<file path="config.mk">
export PLATFORM = sky130hd
export DESIGN_NAME = mem_arbiter
export DESIGN_NICKNAME = d
export VERILOG_FILES = /design/src/rtl/mem_arbiter.sv
export SDC_FILE = /design/constraint.sdc
export NUM_CORES = 1
export LEC_CHECK = 0
export BUFFER_PORTS_ARGS = -buffer_cell sky130_fd_sc_hd__buf_2
export CAP_MARGIN = 25
export CORE_AREA = 2 2 121 123
export DETAILED_ROUTE_END_ITERATION = 6
export DIE_AREA = 0 0 123 125
export GPL_TIMING_DRIVEN = 0
export PLACE_DENSITY = 0.65
export SLEW_MARGIN = 5
export SYNTH_ARGS = -nofsm -noshare
export SYNTH_HDL_FRONTEND = slang
export SYNTH_SLANG_ARGS = --single-unit
</file>
<file path="constraint.sdc">
create_clock -name i_clk -period 2.8 [get_ports i_clk]
set_clock_uncertainty 0.05 [all_clocks]
set_input_delay 0.56 -clock i_clk [delete_from_list [all_inputs] [get_ports i_clk]]
set_output_delay 0.56 -clock i_clk [all_outputs]
set_load 0.05 [all_outputs]
</file>
<file path="src/rtl/mem_arbiter.sv">
// Two-requester memory arbiter with an IDLE/ISSUE/RESP FSM and one outstanding access.
// Define ARB_ROUND_ROBIN_EN for round-robin arbitration; the default is fixed priority to m0.
module mem_arbiter (
    input  logic        i_clk,
    input  logic        i_reset,
    input  logic        i_m0_req,
    input  logic        i_m0_wren,
    input  logic [31:0] i_m0_addr,
    input  logic [31:0] i_m0_wdata,
    input  logic [3:0]  i_m0_bmask,
    output logic        o_m0_gnt,
    output logic        o_m0_rvalid,
    output logic [31:0] o_m0_rdata,
    input  logic        i_m1_req,
    input  logic        i_m1_wren,
    input  logic [31:0] i_m1_addr,
    input  logic [31:0] i_m1_wdata,
    input  logic [3:0]  i_m1_bmask,
    output logic        o_m1_gnt,
    output logic        o_m1_rvalid,
    output logic [31:0] o_m1_rdata,
    output logic        o_mem_en,
    output logic        o_mem_wren,
    output logic [31:0] o_mem_addr,
    output logic [31:0] o_mem_wdata,
    output logic [3:0]  o_mem_bmask,
    input  logic [31:0] i_mem_rdata,
    output logic        o_busy
);

    typedef enum logic [1:0] {
        ST_IDLE  = 2'd0,
        ST_ISSUE = 2'd1,
        ST_RESP  = 2'd2
    } state_t;

    state_t      state_q, state_d;
    logic        wren_q, wren_d;
    logic [31:0] addr_q, addr_d;
    logic [31:0] wdata_q, wdata_d;
    logic [3:0]  bmask_q, bmask_d;
    logic        id_q, id_d;
    logic        win_s;
`ifdef ARB_ROUND_ROBIN_EN
    logic        last_q, last_d;
`endif

    // Winner select: 1 means m1 wins.
    always_comb begin
        win_s = 1'b0;
`ifdef ARB_ROUND_ROBIN_EN
        if (i_m0_req && i_m1_req) begin
            win_s = ~last_q;
        end else begin
            win_s = i_m1_req;
        end
`else
        if (i_m0_req) begin
            win_s = 1'b0;
        end else begin
            win_s = i_m1_req;
        end
`endif
    end

    // Next-state and transaction latch logic.
    always_comb begin
        state_d = state_q;
        wren_d  = wren_q;
        addr_d  = addr_q;
        wdata_d = wdata_q;
        bmask_d = bmask_q;
        id_d    = id_q;
`ifdef ARB_ROUND_ROBIN_EN
        last_d  = last_q;
`endif
        case (state_q)
            ST_IDLE: begin
                if (i_m0_req || i_m1_req) begin
                    state_d = ST_ISSUE;
                    id_d    = win_s;
                    if (win_s) begin
                        wren_d  = i_m1_wren;
                        addr_d  = i_m1_addr;
                        wdata_d = i_m1_wdata;
                        bmask_d = i_m1_bmask;
                    end else begin
                        wren_d  = i_m0_wren;
                        addr_d  = i_m0_addr;
                        wdata_d = i_m0_wdata;
                        bmask_d = i_m0_bmask;
                    end
                end else begin
                    state_d = ST_IDLE;
                end
            end
            ST_ISSUE: begin
`ifdef ARB_ROUND_ROBIN_EN
                last_d = id_q;
`endif
                if (wren_q) begin
                    state_d = ST_IDLE;
                end else begin
                    state_d = ST_RESP;
                end
            end
            ST_RESP: state_d = ST_IDLE;
            default: state_d = ST_IDLE;
        endcase
    end

    // State and latched-field registers; pointer resets so that m0 wins first.
    always_ff @(posedge i_clk) begin
        if (!i_reset) begin
            state_q <= ST_IDLE;
            wren_q  <= 1'b0;
            addr_q  <= 32'd0;
            wdata_q <= 32'd0;
            bmask_q <= 4'd0;
            id_q    <= 1'b0;
`ifdef ARB_ROUND_ROBIN_EN
            last_q  <= 1'b1;
`endif
        end else begin
            state_q <= state_d;
            wren_q  <= wren_d;
            addr_q  <= addr_d;
            wdata_q <= wdata_d;
            bmask_q <= bmask_d;
            id_q    <= id_d;
`ifdef ARB_ROUND_ROBIN_EN
            last_q  <= last_d;
`endif
        end
    end

    // Output decode from registered state; the memory bus is zero when not issuing.
    always_comb begin
        o_mem_en    = 1'b0;
        o_mem_wren  = 1'b0;
        o_mem_addr  = 32'd0;
        o_mem_wdata = 32'd0;
        o_mem_bmask = 4'd0;
        o_m0_gnt    = 1'b0;
        o_m1_gnt    = 1'b0;
        o_m0_rvalid = 1'b0;
        o_m1_rvalid = 1'b0;
        o_m0_rdata  = 32'd0;
        o_m1_rdata  = 32'd0;
        o_busy      = (state_q != ST_IDLE);
        case (state_q)
            ST_ISSUE: begin
                o_mem_en    = 1'b1;
                o_mem_wren  = wren_q;
                o_mem_addr  = {addr_q[31:2], 2'b00};
                o_mem_wdata = wdata_q;
                o_mem_bmask = bmask_q;
                if (id_q) begin
                    o_m1_gnt = 1'b1;
                end else begin
                    o_m0_gnt = 1'b1;
                end
            end
            ST_RESP: begin
                if (id_q) begin
                    o_m1_rvalid = 1'b1;
                    o_m1_rdata  = i_mem_rdata;
                end else begin
                    o_m0_rvalid = 1'b1;
                    o_m0_rdata  = i_mem_rdata;
                end
            end
            default: o_busy = (state_q != ST_IDLE);
        endcase
    end

endmodule

</file>
==> out/qor.yml <==
grt_pass1_vias: 4969
synth_edf_count: 0
cp.required_ns: 2.19
grt_overflow: 0
crit_chain: "nor3b_2, clkbuf_1, and2_1, buf_2"
fp.dieH_um: 125
cts_root_buffer: "clkbuf_16"
via_count: 5001
grt_pass1_wl_um: 24300
fin_cells: 1055
async_flop_share_pct: 0
max-vdd-ir-drop_uv: 249
route.met3.wl_um: 1150
cp-start-kind: "flip-flop"
die_width_um: 123
synth_top_family_by_area: "simple AND/OR/NAND/NOR gates"
synth_seq_cells: 70
p_leak_nw: 3.25
min_period_ns: 2.64
vias_per_cell: 4.74
start_util_pct: 29.2
fin_util_pct: 43.7
clk_pin_slew_worst_paths_ns: 0.06
synth_compound_area_share_pct: 24.2
seq_area_frac_synth_pct: 33.8
cp_top_family: "simple AND/OR/NAND/NOR gates"
dpl.hpwl_um: 13000
wl_met2_um: 8760
status: "finished, final reports clean"
synth_common_cells: "nand2_1, and2_1, dfxtp_1"
first_iter_violations: 153
slew_headroom_pct: 54.0
grt_antenna_before_repair: 1
setup_tns_ns: 0
synth.top_cells.by_area: "dfxtp_1, and2_1, nand2_1"
crit_fanout: 10
layout.nets: 1040
hold_buffers: 0
crit_buf_inv: 2
firstDrtPassIters: 4
cts_max_level: 3
cp_slowest_stage_delay_ns: 0.52
avgSynthCellArea_sq_um: 7.56
core_area_sq_um: 14200
yosys.area_share.simple_pct: 34.1
cts-resized-gates: 0
grt_use_total_pct: 20.3
port_buffers: 306
crit_type: "flip-flop to primary output"
hold_viol: 0
rows: 44
cts_buffers: 9
power_mw: 3.28
worstSkewPairLatency_ns: 0.33
synthMuxAreaShare_pct: 0
wl_per_cell_um: 16.0
synth.most_common_cell: "nand2_1"
synth_top_cell_by_area: "dfxtp_1"
drive_above_1_share_pct: 42.9
slowest_stage: "nor3b_2"
clock-sinks: 70
worstMarginPinSlew_ns: 0.690
die_area_sq_um: 15400
crit_arrival_ns: 2.03
postCtsSetupRepairBufs: 0
cts_tree: "done"
finalSetupViolCount: 0
fmax_mhz: 379
slew_violations: 0
clk_path_buf_depth: 2
placed_cells: 1039
synth_adder_area_share_pct: 0
fin_crit_sh_pct: 94.3
yosysTopAreaCellShare_pct: 33.8
cp-end-kind: "primary output"
wl_um: 16800
synth_cells: 548
drc: 0
rsz0062_at_grt: "no"
ioPinCount: 313
drv_cap: 0
ant_nets: 0
top_layer_used: "met4"
hp-class: "input port to flip-flop"
area_growth_pct: 49.7
gp_congestion: 0.830
synthXorXnorAreaFrac_pct: 0
powerDensity_nw_per_um2: 529
wl_met1_um: 6730
synth_warnings: 0
yosysUniqueCellTypes: 24
synth_area_sq_um: 4140
synth_flop_cell: "dfxtp_1"
grt_start_max_net_pins: 12
-- worst min-delay path, cell delays in order --
cell	delay, ns
buf_2	0.09
nand2_1	0.04
a311oi_1	0.07
-- cells in the final DEF, fill, tap and decap left out, types with 2 or more instances in the layout --
master     count
clkbuf_2       3
buf_6          3
a21oi_1       68
nand2b_1       2
buf_2        325
nor3_1         2
clkbuf_1      22
conb_1         2
clkbuf_16      9
nand2_1      135
buf_1          2
buf_4         11
a311oi_1      56
a311oi_2      11
clkinv_2       2
inv_2          3
dfxtp_1       70
nor2_1         2
and2_1       132
-- kinds of logic after synthesis --
group / Yosys count
buffers and inverters: 62
flip-flops: 70
other: 1
AO/OA/AOI/OAI: 136
AND/OR/NAND/NOR: 279
-- report_power, final --
part | internal [mW] | switching [mW]
Sequential | 1.12 | 0.0550
Clock | 0.706 | 0.423
Combinational | 0.336 | 0.648
-- stage by stage --
| step | hold slack, ns | cell area (sq um) | setup slack [ns] |
|---|---|---|---|
| global placement | 0.441 | 5910 | 0.517 |
| CTS | 0.429 | 6200 | 0.120 |
| global route | 0.439 | 6200 | 0.0342 |
| detailed placement | 0.451 | 5910 | 0.488 |
| finish | 0.437 | 6200 | 0.160 |
| floorplan | 0.367 | 4150 | 0.430 |
-- flip-flops by register name (all words and copies together), names as in the netlist --
signal   flops
state_q      2
bmask_q      4
addr_q      30
wdata_q     32
id_q         1
wren_q       1
-- final timing paths --
path / end / from / slack (ns) / cells after the start
worst max-delay path: o_m0_rdata[19] / state_q[1] / 0.16 / 4
worst min-delay path: addr_q[22] / i_m0_addr[22] / 0.44 / 3
worst max register to register: wdata_q[8] / state_q[0] / 1.15 / 6
worst min register to register: state_q[1] / wren_q / 0.44 / 1
-- layer usage --
layer	global-route usage, %	up-vias
met5	0	-
met4	6.08	0
met3	3.97	16
met2	38.5	187
met1	22.4	2284
li1	-	2514
-- layout make-up --
cell class,instances,area (sq um)
Antenna cell,1,2.50
Inverter,3,11.3
Multi-Input combinational cell,417,2420
Timing Repair Buffer,306,1530
Clock buffer,11,243
Clock inverter,4,47.5
Sequential cell,70,1400
Fill cell,1523,8000
Tap cell,184,230
Buffer,59,313
Note: power is estimated with default switching activity, not from simulation.
